$ cat src/rtl/mvu_result_collector_if.sv
// Host-side result stream of the MVU result collector: a first-word-fall-through
// head (data, address, source lane) with a valid/ready handshake.
interface mvu_result_collector_if #(
    parameter int DATA_W = 32,
    parameter int ADDR_W = 15,
    parameter int LANE_W = 3
);
    logic              out_valid;
    logic              out_ready;
    logic [DATA_W-1:0] out_data;
    logic [ADDR_W-1:0] out_addr;
    logic [LANE_W-1:0] out_lane;

    modport master (
        output out_valid,
        output out_data,
        output out_addr,
        output out_lane,
        input  out_ready
    );

    modport slave (
        input  out_valid,
        input  out_data,
        input  out_addr,
        input  out_lane,
        output out_ready
    );
endinterface

$ cat src/rtl/mvu_result_collector.sv
// Snoops the per-lane MVU result-write ports during a GEMV job, funnels the words
// through per-lane holding registers and a round-robin arbiter into one FWFT FIFO.
module mvu_result_collector #(
    parameter int NMVU       = 8,
    parameter int DATA_W     = 32,
    parameter int ADDR_W     = 15,
    parameter int FIFO_DEPTH = 16,
    parameter int CNT_W      = 16,
    parameter int LANE_W     = (NMVU > 1) ? $clog2(NMVU) : 1
) (
    input  logic                     clk,
    input  logic                     rst,
    input  logic                     cfg_start,
    input  logic [NMVU-1:0]          cfg_mask,
    input  logic [NMVU-1:0]          mvu_wr_en,
    input  logic [NMVU*ADDR_W-1:0]   mvu_wr_addr,
    input  logic [NMVU*DATA_W-1:0]   mvu_wr_data,
    input  logic [NMVU-1:0]          mvu_irq,
    mvu_result_collector_if.master   out_if,
    output logic                     busy,
    output logic                     done,
    output logic                     overflow,
    output logic [CNT_W-1:0]         count
);
    localparam int PTR_W = $clog2(FIFO_DEPTH);
    localparam int ENT_W = LANE_W + ADDR_W + DATA_W;

    typedef enum logic [1:0] {
        S_IDLE    = 2'd0,
        S_COLLECT = 2'd1,
        S_DRAIN   = 2'd2,
        S_DONE    = 2'd3
    } state_t;

    state_t              state_r;
    logic [NMVU-1:0]     mask_r;
    logic [NMVU-1:0]     irq_seen_r;
    logic [NMVU-1:0]     hold_v_r;
    logic [ADDR_W-1:0]   hold_addr_r [NMVU];
    logic [DATA_W-1:0]   hold_data_r [NMVU];
    logic [LANE_W-1:0]   rr_ptr_r;
    logic [ENT_W-1:0]    mem_r [FIFO_DEPTH];
    logic [PTR_W:0]      wr_ptr_r;
    logic [PTR_W:0]      rd_ptr_r;

    logic                start_s;
    logic [NMVU-1:0]     cap_s;
    logic                drop_s;
    logic                fifo_empty_s;
    logic                fifo_full_s;
    logic                pop_s;
    logic                grant_any_s;
    logic [LANE_W-1:0]   grant_idx_s;
    logic [NMVU-1:0]     grant_vec_s;
    int                  idx_s;
    logic [LANE_W-1:0]   lane_s;
    logic                hit_s;
    logic [ENT_W-1:0]    head_s;

    assign start_s      = (state_r == S_IDLE) && cfg_start;
    assign cap_s        = (state_r == S_COLLECT) ? (mask_r & mvu_wr_en) : {NMVU{1'b0}};
    assign drop_s       = |(cap_s & hold_v_r & ~grant_vec_s);
    assign fifo_empty_s = (wr_ptr_r == rd_ptr_r);
    // Full when the pointers alias on the same slot but differ in the wrap bit.
    assign fifo_full_s  = (wr_ptr_r == {~rd_ptr_r[PTR_W], rd_ptr_r[PTR_W-1:0]});
    assign pop_s        = !fifo_empty_s && out_if.out_ready;
    assign head_s       = mem_r[rd_ptr_r[PTR_W-1:0]];

    assign out_if.out_valid = !fifo_empty_s;
    assign out_if.out_data  = fifo_empty_s ? {DATA_W{1'b0}} : head_s[DATA_W-1:0];
    assign out_if.out_addr  = fifo_empty_s ? {ADDR_W{1'b0}} : head_s[DATA_W +: ADDR_W];
    assign out_if.out_lane  = fifo_empty_s ? {LANE_W{1'b0}} : head_s[ENT_W-1 -: LANE_W];

    // Round-robin grant: first occupied holding register at or after rr_ptr_r.
    always_comb begin
        grant_any_s = 1'b0;
        grant_idx_s = {LANE_W{1'b0}};
        grant_vec_s = {NMVU{1'b0}};
        idx_s       = 0;
        lane_s      = {LANE_W{1'b0}};
        hit_s       = 1'b0;
        for (int k = 0; k < NMVU; k++) begin
            idx_s       = (int'(rr_ptr_r) + k) % NMVU;
            lane_s      = LANE_W'(idx_s);
            hit_s       = hold_v_r[lane_s] && !grant_any_s && !fifo_full_s;
            grant_idx_s = hit_s ? lane_s : grant_idx_s;
            grant_vec_s[lane_s] = hit_s;
            grant_any_s = grant_any_s | hit_s;
        end
    end

    // Per-lane holding registers; a lane being granted can reload in the same cycle.
    always_ff @(posedge clk or posedge rst) begin
        if (rst) begin
            hold_v_r <= {NMVU{1'b0}};
            for (int i = 0; i < NMVU; i++) begin
                hold_addr_r[i] <= {ADDR_W{1'b0}};
                hold_data_r[i] <= {DATA_W{1'b0}};
            end
        end else if (start_s) begin
            hold_v_r <= {NMVU{1'b0}};
        end else begin
            for (int i = 0; i < NMVU; i++) begin
                if (cap_s[i] && (!hold_v_r[i] || grant_vec_s[i])) begin
                    hold_v_r[i]    <= 1'b1;
                    hold_addr_r[i] <= mvu_wr_addr[i*ADDR_W +: ADDR_W];
                    hold_data_r[i] <= mvu_wr_data[i*DATA_W +: DATA_W];
                end else if (grant_vec_s[i]) begin
                    hold_v_r[i] <= 1'b0;
                end else begin
                    hold_v_r[i] <= hold_v_r[i];
                end
            end
        end
    end

    // Priority pointer moves just past the most recently granted lane.
    always_ff @(posedge clk or posedge rst) begin
        if (rst) begin
            rr_ptr_r <= {LANE_W{1'b0}};
        end else if (grant_any_s) begin
            rr_ptr_r <= (grant_idx_s == LANE_W'(NMVU - 1)) ? {LANE_W{1'b0}}
                                                            : grant_idx_s + LANE_W'(1);
        end else begin
            rr_ptr_r <= rr_ptr_r;
        end
    end

    // FIFO storage; contents are meaningless while the pointers say empty.
    always_ff @(posedge clk) begin
        if (grant_any_s) begin
            mem_r[wr_ptr_r[PTR_W-1:0]] <= {grant_idx_s, hold_addr_r[grant_idx_s],
                                           hold_data_r[grant_idx_s]};
        end
    end

    // FIFO pointers.
    always_ff @(posedge clk or posedge rst) begin
        if (rst) begin
            wr_ptr_r <= {(PTR_W+1){1'b0}};
            rd_ptr_r <= {(PTR_W+1){1'b0}};
        end else begin
            wr_ptr_r <= grant_any_s ? wr_ptr_r + (PTR_W+1)'(1) : wr_ptr_r;
            rd_ptr_r <= pop_s       ? rd_ptr_r + (PTR_W+1)'(1) : rd_ptr_r;
        end
    end

    // Collected-word counter, saturating, held after done until the next start.
    always_ff @(posedge clk or posedge rst) begin
        if (rst) begin
            count <= {CNT_W{1'b0}};
        end else if (start_s) begin
            count <= {CNT_W{1'b0}};
        end else if (grant_any_s && (count != {CNT_W{1'b1}})) begin
            count <= count + CNT_W'(1);
        end else begin
            count <= count;
        end
    end

    // Job sequencing FSM with registered status outputs.
    always_ff @(posedge clk or posedge rst) begin
        if (rst) begin
            state_r    <= S_IDLE;
            mask_r     <= {NMVU{1'b0}};
            irq_seen_r <= {NMVU{1'b0}};
            busy       <= 1'b0;
            done       <= 1'b0;
            overflow   <= 1'b0;
        end else begin
            case (state_r)
                S_IDLE: begin
                    done <= 1'b0;
                    if (cfg_start) begin
                        state_r    <= S_COLLECT;
                        mask_r     <= cfg_mask;
                        irq_seen_r <= {NMVU{1'b0}};
                        overflow   <= 1'b0;
                        busy       <= 1'b1;
                    end else begin
                        state_r <= S_IDLE;
                    end
                end
                S_COLLECT: begin
                    irq_seen_r <= irq_seen_r | (mvu_irq & mask_r);
                    overflow   <= overflow | drop_s;
                    if (((irq_seen_r & mask_r) == mask_r) && (hold_v_r == {NMVU{1'b0}})) begin
                        state_r <= S_DRAIN;
                    end else begin
                        state_r <= S_COLLECT;
                    end
                end
                S_DRAIN: begin
                    if (fifo_empty_s) begin
                        state_r <= S_DONE;
                        done    <= 1'b1;
                    end else begin
                        state_r <= S_DRAIN;
                    end
                end
                S_DONE: begin
                    state_r <= S_IDLE;
                    done    <= 1'b0;
                    busy    <= 1'b0;
                end
                default: begin
                    state_r <= S_IDLE;
                    done    <= 1'b0;
                    busy    <= 1'b0;
                end
            endcase
        end
    end
endmodule

$ cat src/flat_wrapper.sv
// flat-port wrapper written by rule: the top's interface ports become plain ports
module mvu_result_collector_flat 
#(
    parameter int NMVU       = 8,
    parameter int DATA_W     = 32,
    parameter int ADDR_W     = 15,
    parameter int FIFO_DEPTH = 16,
    parameter int CNT_W      = 16,
    parameter int LANE_W     = (NMVU > 1) ? $clog2(NMVU) : 1
)
  (clk, rst, cfg_start, cfg_mask, mvu_wr_en, mvu_wr_addr, mvu_wr_data, mvu_irq, busy, done, overflow, count, out_if_out_valid, out_if_out_data, out_if_out_addr, out_if_out_lane, out_if_out_ready);
  mvu_result_collector_if #(.DATA_W(DATA_W), .ADDR_W(ADDR_W), .LANE_W(LANE_W)) out_if_i ();
  input  logic clk;
  input  logic rst;
  input  logic cfg_start;
  input  logic [NMVU-1:0] cfg_mask;
  input  logic [NMVU-1:0] mvu_wr_en;
  input  logic [NMVU*ADDR_W-1:0] mvu_wr_addr;
  input  logic [NMVU*DATA_W-1:0] mvu_wr_data;
  input  logic [NMVU-1:0] mvu_irq;
  output logic busy;
  output logic done;
  output logic overflow;
  output logic [CNT_W-1:0] count;
  output wire logic [$bits(out_if_i.out_valid)-1:0] out_if_out_valid;
  output wire logic [$bits(out_if_i.out_data)-1:0] out_if_out_data;
  output wire logic [$bits(out_if_i.out_addr)-1:0] out_if_out_addr;
  output wire logic [$bits(out_if_i.out_lane)-1:0] out_if_out_lane;
  input wire logic [$bits(out_if_i.out_ready)-1:0] out_if_out_ready;
  assign out_if_out_valid = out_if_i.out_valid;
  assign out_if_out_data = out_if_i.out_data;
  assign out_if_out_addr = out_if_i.out_addr;
  assign out_if_out_lane = out_if_i.out_lane;
  assign out_if_i.out_ready = out_if_out_ready;
  mvu_result_collector #(.NMVU(NMVU), .DATA_W(DATA_W), .ADDR_W(ADDR_W), .FIFO_DEPTH(FIFO_DEPTH), .CNT_W(CNT_W), .LANE_W(LANE_W)) u_core (.clk(clk), .rst(rst), .cfg_start(cfg_start), .cfg_mask(cfg_mask), .mvu_wr_en(mvu_wr_en), .mvu_wr_addr(mvu_wr_addr), .mvu_wr_data(mvu_wr_data), .mvu_irq(mvu_irq), .out_if(out_if_i), .busy(busy), .done(done), .overflow(overflow), .count(count));
endmodule
$ cat config.mk
export PLATFORM = sky130hd
export DESIGN_NAME = mvu_result_collector_flat
export DESIGN_NICKNAME = d
export VERILOG_FILES = /design/src/rtl/mvu_result_collector_if.sv /design/src/rtl/mvu_result_collector.sv /design/src/flat_wrapper.sv
export SDC_FILE = /design/constraint.sdc
export NUM_CORES = 2
export LEC_CHECK = 0
export ABC_AREA = 1
export BUFFER_PORTS_ARGS = -buffer_cell sky130_fd_sc_hd__buf_4
export CAP_MARGIN = 20
export CORE_MARGIN = 4
export CORE_UTILIZATION = 35
export CTS_CLUSTER_DIAMETER = 30
export CTS_CLUSTER_SIZE = 16
export DETAILED_ROUTE_END_ITERATION = 8
export GPL_ROUTABILITY_DRIVEN = 0
export GPL_TIMING_DRIVEN = 1
export PLACE_DENSITY = 0.49
export SYNTH_ARGS = -nofsm -noshare
export SYNTH_HDL_FRONTEND = slang
export SYNTH_SLANG_ARGS = --single-unit
$ cat constraint.sdc
create_clock -name clk -period 25.3 [get_ports clk]
set_clock_uncertainty 0.05 [all_clocks]
set_input_delay 1.265 -clock clk [delete_from_list [all_inputs] [get_ports clk]]
set_output_delay 1.265 -clock clk [all_outputs]
set_load 0.02 [all_outputs]
-- After elaboration in Yosys (flattened, before gate mapping)
Memory sizes are Yosys's and may differ from the RTL's.
Index checks and enable logic that the tools add are counted.
- register bits after elaboration: 434
- bits in writable memories: 800
- bits of input ports: 404
- output and inout bits: 70
- word-level logic and storage cells: 271
- memories: 1
- memories (name ; words ; bits a word ; read ports ; clocked after Yosys merged registers in ; write ports ; RTL line ; text):
    u_core.mem_r ; 16 ; 50 ; 1 ; 0 ; 1 ; mvu_result_collector.sv:42 ; logic [ENT_W-1:0] mem_r [FIFO_DEPTH];
- $add $sub $neg: 11
- $lt $le $gt $ge: 17
- eq/ne operators: 10
- multiplexer cells: 91
- bitwise gates (word level): 19
- reduce and logical (&&, ||, !) cells: 88
- operator list (operator ; count):
    32-bit binary-select mux with 3-bit select ; 1
    32-bit 2-to-1 mux ; 3
    8-bit bitwise mux ; 7
    8-bit AND ; 6
    15-bit binary-select mux with 3-bit select ; 1
    15-bit 2-to-1 mux ; 3
    1-bit 2-to-1 mux ; 39
    1-bit logical AND ; 35
    3-bit by 4-bit less-than comparator with 1-bit output (second input constant) ; 8
    16-bit 2-to-1 mux ; 2
    3-bit 2-to-1 mux ; 10
    1-bit binary-select mux with 3-bit select ; 8
    1-bit demux with 3-bit select ; 8
    3-bit by 1-bit >= comparator with 1-bit output (second input constant) ; 8
    8-bit 2-to-1 mux ; 3
    2-bit AND reduction ; 12
    3-bit nonzero test ; 8
    1-bit logical NOT ; 17
    16-bit by 1-bit adder with 16-bit output (second input constant) ; 1
    16-bit inequality test (second input constant) ; 1
    8-bit case mux with 2 select lines ; 1
    3-bit adder (second input constant) ; 4
    5-bit by 1-bit adder with 5-bit output (second input constant) ; 2
    5-bit equality test ; 2
    23 further kinds ; 46

-- Logic depth before layout (Yosys ltp)
- depth after elaboration: 37
- gate-level depth with buffers: 25
- gate-level depth less buffers: 23

-- Worst setup path before layout
No wires, ideal clock.
- kind: register to register
- start: register u_core.rr_ptr_r[0]
- end: memory u_core.mem_r[0][0] (netlist bit), enable pin
- library setup time: 458 ps
- data arrival time: 4632 ps
- data required time: 24792 ps
- path slack: 20161 ps
- stages on the path, launching flop included: 18
- buffers on the path: 3
- clock period less this slack: 5139 ps
- cells stage by stage: dfrtp_1 > inv_2 > buf_4 > clkbuf_1 > ha_1 > inv_1 > nand3_1 > nand2_1 > nand2_1 > nand3_2 > nand2_2 > nor2_4 > nand4_2 > nor2_4 > nand2_1 > clkbuf_1 > nand2_1 > nor2_1
- cells in the longest elaborated chain, start to end: 33
- elaborated cells on any way between the ends: 54
- classes of those cells: add/sub (7); mux (18); bitwise (7); reduce/logical (22)
- RTL lines (item ; RTL line ; text):
    start, declared ; mvu_result_collector.sv:41 ; logic [LANE_W-1:0] rr_ptr_r;
    start signal, assigned ; mvu_result_collector.sv:120 ; rr_ptr_r <= {LANE_W{1'b0}};
    start signal, assigned ; mvu_result_collector.sv:122 ; rr_ptr_r <= (grant_idx_s == LANE_W'(NMVU - 1)) ? {LANE_W{1'b0}}
    start signal, assigned ; mvu_result_collector.sv:125 ; rr_ptr_r <= rr_ptr_r;
    branches (longest 30 deep; another with 3-bit by 1-bit adder with 3-bit output) ; - ;
    1-bit bitwise OR (*) ; mvu_result_collector.sv:88 ; grant_any_s = grant_any_s | hit_s;
    1-bit 2-to-1 mux (*) ; mvu_result_collector.sv:131 ; if (grant_any_s) begin
    1-bit 2-to-1 mux (implied by the code) (*) ; mvu_result_collector.sv:132 ; mem_r[wr_ptr_r[PTR_W-1:0]] <= {grant_idx_s, hold_addr_r[grant_idx_s],
    end, declared ; mvu_result_collector.sv:42 ;
Every way passes the cells marked *. The select of a mux whose other input is x is not followed.

-- Worst setup path in the final report
- start: register u_core.rr_ptr_r[0]
- end: memory u_core.mem_r[7][29] (netlist bit) (data pin)
- cells in the longest elaborated chain, start to end: 35
- elaborated cells on any way between the ends: 63
- classes of those cells: add/sub (7); mux (27); bitwise (7); reduce/logical (22)
- RTL lines (item ; RTL line ; text):
    branches (longest 30 deep; another with 3-bit by 1-bit adder with 3-bit output) ; - ;
    3-bit 2-to-1 mux (*) ; mvu_result_collector.sv:86 ; grant_idx_s = hit_s ? lane_s : grant_idx_s;
    3-bit inverter with 4-bit output (implied by the code) (*) ; mvu_result_collector.sv:133 ; hold_data_r[grant_idx_s]};
    32-bit binary-select mux with 3-bit select (*) ; mvu_result_collector.sv:133 ;
    32-bit 2-to-1 mux (implied by the code) (*) (2 in a row) ; mvu_result_collector.sv:133 ;
Marks and branches as above.

==> key figures <==
Outcome
  • Result of the run: complete, no violations

Worst setup path
  • Worst EP arrival: 7.40 ns
  • Critical path depth: 19
  • Critical Path Start Type: flop
  • CP top delay family: simple AND/OR/NAND/NOR gates
  • Worst-path cell chain: inv_2 -> ha_1 -> inv_1 -> nand3_1 -> nand2_1 -> nand2_1 -> nand3_2 -> inv_2 -> nor2_4 -> nand3_1 -> nand4_1 -> nand2_4 -> buf_4 -> buf_4 -> o21ai_0 -> nand2_1 -> nand2_1 -> nand2_1 -> nand2_1
  • Critical setup path kind: reg -> reg
  • WP data required: 25.63 ns
  • Sort of element at the end of the critical path: flop
  • Critical Path End: u_core.mem_r[7][29]
  • Startpoint of the most critical register-to-register path: u_core.rr_ptr_r[0]
  • Depth of the worst register-to-register path: 19
  • Max stage delay cell, worst path: sky130_fd_sc_hd__dfrtp_1
  • Reg-to-reg slack, setup: 18.23 ns
  • Buffers and inverters on the worst path: 5
  • Crit. Startpoint: u_core.rr_ptr_r[0]
  • Cell mode on critical path: sky130_fd_sc_hd__nand2_1
  • Critical Path Fanout Max: 77
  • Stage delay of the slowest cell on the critical path: 0.83 ns
  • Crit Reg-Reg Endpoint: u_core.mem_r[7][29]

Logic synthesis
  • Largest cells by area after synthesis: sky130_fd_sc_hd__edfxtp_1 45%, sky130_fd_sc_hd__dfrtp_1 20%, sky130_fd_sc_hd__nand2_1 7.4%, sky130_fd_sc_hd__o21ai_0 4.8%, sky130_fd_sc_hd__nor2_1 4.1%
  • Number of flops mapped to enable cells by yosys: 800
  • Post-synthesis instance area: 53300 sq um
  • Top cell type by total area after synthesis: sky130_fd_sc_hd__edfxtp_1
  • Commonest cells post-synth: 1053 x sky130_fd_sc_hd__nand2_1, 800 x sky130_fd_sc_hd__edfxtp_1, 583 x sky130_fd_sc_hd__nor2_1
  • Number of distinct library cells after synthesis: 46
  • Most instantiated flip-flop cell in the synthesis netlist: sky130_fd_sc_hd__edfxtp_1
  • Cell with the most instances after synthesis: sky130_fd_sc_hd__nand2_1
  • Number of warning messages in the yosys log: 0
  • Area fraction of the dominant cell type after synthesis: 45.1%
  • Number of cells produced by synthesis: 4840
  • Syn Area/Cell: 11.0 sq um
  • Number of flip-flops and latches in the synthesized netlist: 1234
  • Sequential cell area fraction in the yosys report: 65.4%
  • Nets in the synthesized netlist: 5262
  • Async set-reset flop share out of synthesis: 35.2%

Floorplan
  • FP Rows: 142
  • Top-Level Pins: 474
  • DIE AREA: 159000 sq um
  • Core Area: 151000 sq um
  • Horizontal die dimension: 398 microns
  • Height of the chip: 398 microns
  • Starting Density: 35.4%

Detailed routing
  • Total length of routed wires: 189000 microns
  • Remaining antenna violation count: 0
  • Via count of the routed design: 39518
  • Post-detailed-route DRC marker count: 0
  • Routed wire length per instance: 24.7 microns
  • Detailed-router iteration count before antenna repair: 7
  • Drt first-iter violations: 3401
  • Vias per cell: 5.18

Clock tree
  • Number of buffers on the longest clock path: 4
  • Count of cells resized by post-cts repair: 0
  • Number of H-tree levels: 5
  • CTS Buf Count: 310
  • Clock latency on the worst-skew pair: 0.89 ns
  • Count of hold-fix buffers inserted at cts: 0
  • Clock sink total: 1234
  • Clock transition time at the flip-flop clock pins of the worst setup and hold paths: 0.04 ns
  • Postcts setup bufs: 0
  • Buffer cell driving the clock tree root: sky130_fd_sc_hd__clkbuf_16
  • TritonCTS clock tree: done

Flow run
  • Number of violations of the max-capacitance limit: 0

Global routing
  • Aggregate global-route resource usage: 23.4%
  • First-pass GRT wire length: 273000 microns
  • Via count of the first global-routing pass: 39544
  • Overflow left after global routing: 0
  • Met2 demand-to-capacity share in global routing: 36.6%
  • Maximum number of pins on one net before global-route repair: 174
  • Global routing met1 resource utilization: 32.2%
  • Met3 global-route usage: 5.96%
  • Most utilized layer in the global route result: met2
  • Antenna violations before repair: 25

Finish
  • Area added between synthesis and finish: 29.1%
  • Total Nets Final: 5800
  • Share of post-route cells with drive strength above 1: 20.9%
  • Fill cell total of the finished layout: 14121

STA
  • Minimum period implied by the final worst setup slack: 7.07 ns
  • Unrepaired setup endpoints after global routing: false
  • Worst rel slew slack: 24.5%
  • Max Transition Viols Final: 0
  • Slew at the pin with the worst max-slew slack: 1.13 ns
  • Final critical-path share of the clock period: 27.9%
  • Final number of setup-violating endpoints: 0
  • Top achievable clock speed: 0.141 GHz
  • Fin. Hold Viols: 0
  • Final sum of negative setup slack: 0 ns

Place
  • Number of buffers added on ports: 473
  • Half-perimeter wire length after detailed placement: 114000 microns

Worst hold path
  • Class of the most critical hold timing path: reg -> reg
==> area by class of cell <==
class / count / area (sq um) / share of cell area [%]
sequential: 1234 / 34900 / 50.7
multi-input combinational: 3099 / 16400 / 23.9
clock buffer: 378 / 8370 / 12.2
timing repair buffer: 530 / 4000 / 5.82
tap: 2016 / 2520 / 3.67
clock inverter: 154 / 1770 / 2.57
inverter: 203 / 783 / 1.14
antenna: 11 / 27.5 / 0.0400
==> cells by family (layout without fill, tap and decap cells) <==
| kind of cell | Yosys count | count (layout) | share of synthesized area (%) |
|---|---|---|---|
| AND/OR/NAND/NOR | 1831 | 1831 | 13.7 |
| multiplexers | 263 | 263 | 5.81 |
| flip-flops | 1234 | 1234 | 65.4 |
| XOR/XNOR | 14 | 14 | 0.230 |
| other | 0 | 11 | 0 |
| buffers and inverters | 507 | 1265 | 4.12 |
| AO/OA/AOI/OAI | 973 | 973 | 10.3 |
| adder cells (fa/ha/maj) | 18 | 18 | 0.422 |
==> how the worst min path moves through the flow <==
stage                                  from                 endpoint  cells after the start
global placement    u_core.hold_data_r[148]  u_core.hold_data_r[148]                      1
floorplan                u_core.wr_ptr_r[4]       u_core.wr_ptr_r[4]                      1
global route        u_core.hold_addr_r[116]  u_core.hold_addr_r[116]                      1
finish              u_core.hold_data_r[170]  u_core.hold_data_r[170]                      1
detailed placement       u_core.rd_ptr_r[4]       u_core.rd_ptr_r[4]                      1
CTS                                     rst          u_core.count[3]                      2
==> layer usage <==
layer  wire (microns)  part of all wire (%)  up-vias
met5              167                 0.089        -
met4             4410                   2.3       22
met3            13400                   7.1      277
met2            86600                    46     1411
met1            84100                    45    19720
li1                 -                     -    18088
==> state kept, by name, indices dropped and copies added (netlist names), named ones only <==
register,cells
u_core.busy,1
u_core.count,16
u_core.done,1
u_core.hold_addr_r,120
u_core.hold_data_r,256
u_core.hold_v_r,8
u_core.irq_seen_r,8
u_core.mask_r,8
u_core.mem_r,800
u_core.overflow,1
u_core.rd_ptr_r,5
u_core.rr_ptr_r,3
u_core.state_r,1
u_core.wr_ptr_r,5
==> cells in the final DEF, fill, tap and decap left out, drive strengths merged <==
cell,n
nand2,1062
edfxtp,800
nor2,591
o21ai,537
buf,530
dfrtp,434
clkbuf,378
mux2,263
inv,210
a21oi,143
o22ai,127
nand3,107
clkinv,88
o221ai,81
a31oi,58
bufinv,35
nand4,35
clkinvlp,24
nor3,23
o211ai,21
ha,18
xor2,13
diode,11
or2,6
nor4,3
a211oi,2
nor3b,2
o21bai,2
and2,1
o21a,1
and3,1
xnor2,1
a221oi,1
==> stage by stage <==
stage	setup slack [ns]	util, %	hold slack (ns)	std cells	area, sq um
2_1_floorplan	11.90	-	0.410	4840	53300
3_3_place_gp	18.39	38.9	0.426	7082	58700
3_5_place_dp	18.31	38.9	0.425	7082	58700
4_1_cts	18.32	45.7	0.440	7614	68800
5_1_grt	17.61	45.7	0.448	7615	68800
6_report	18.23	45.7	0.436	7625	68800
Power is not shown: default switching activity piles up to over one toggle a cycle in this logic, so the estimate is an artifact.
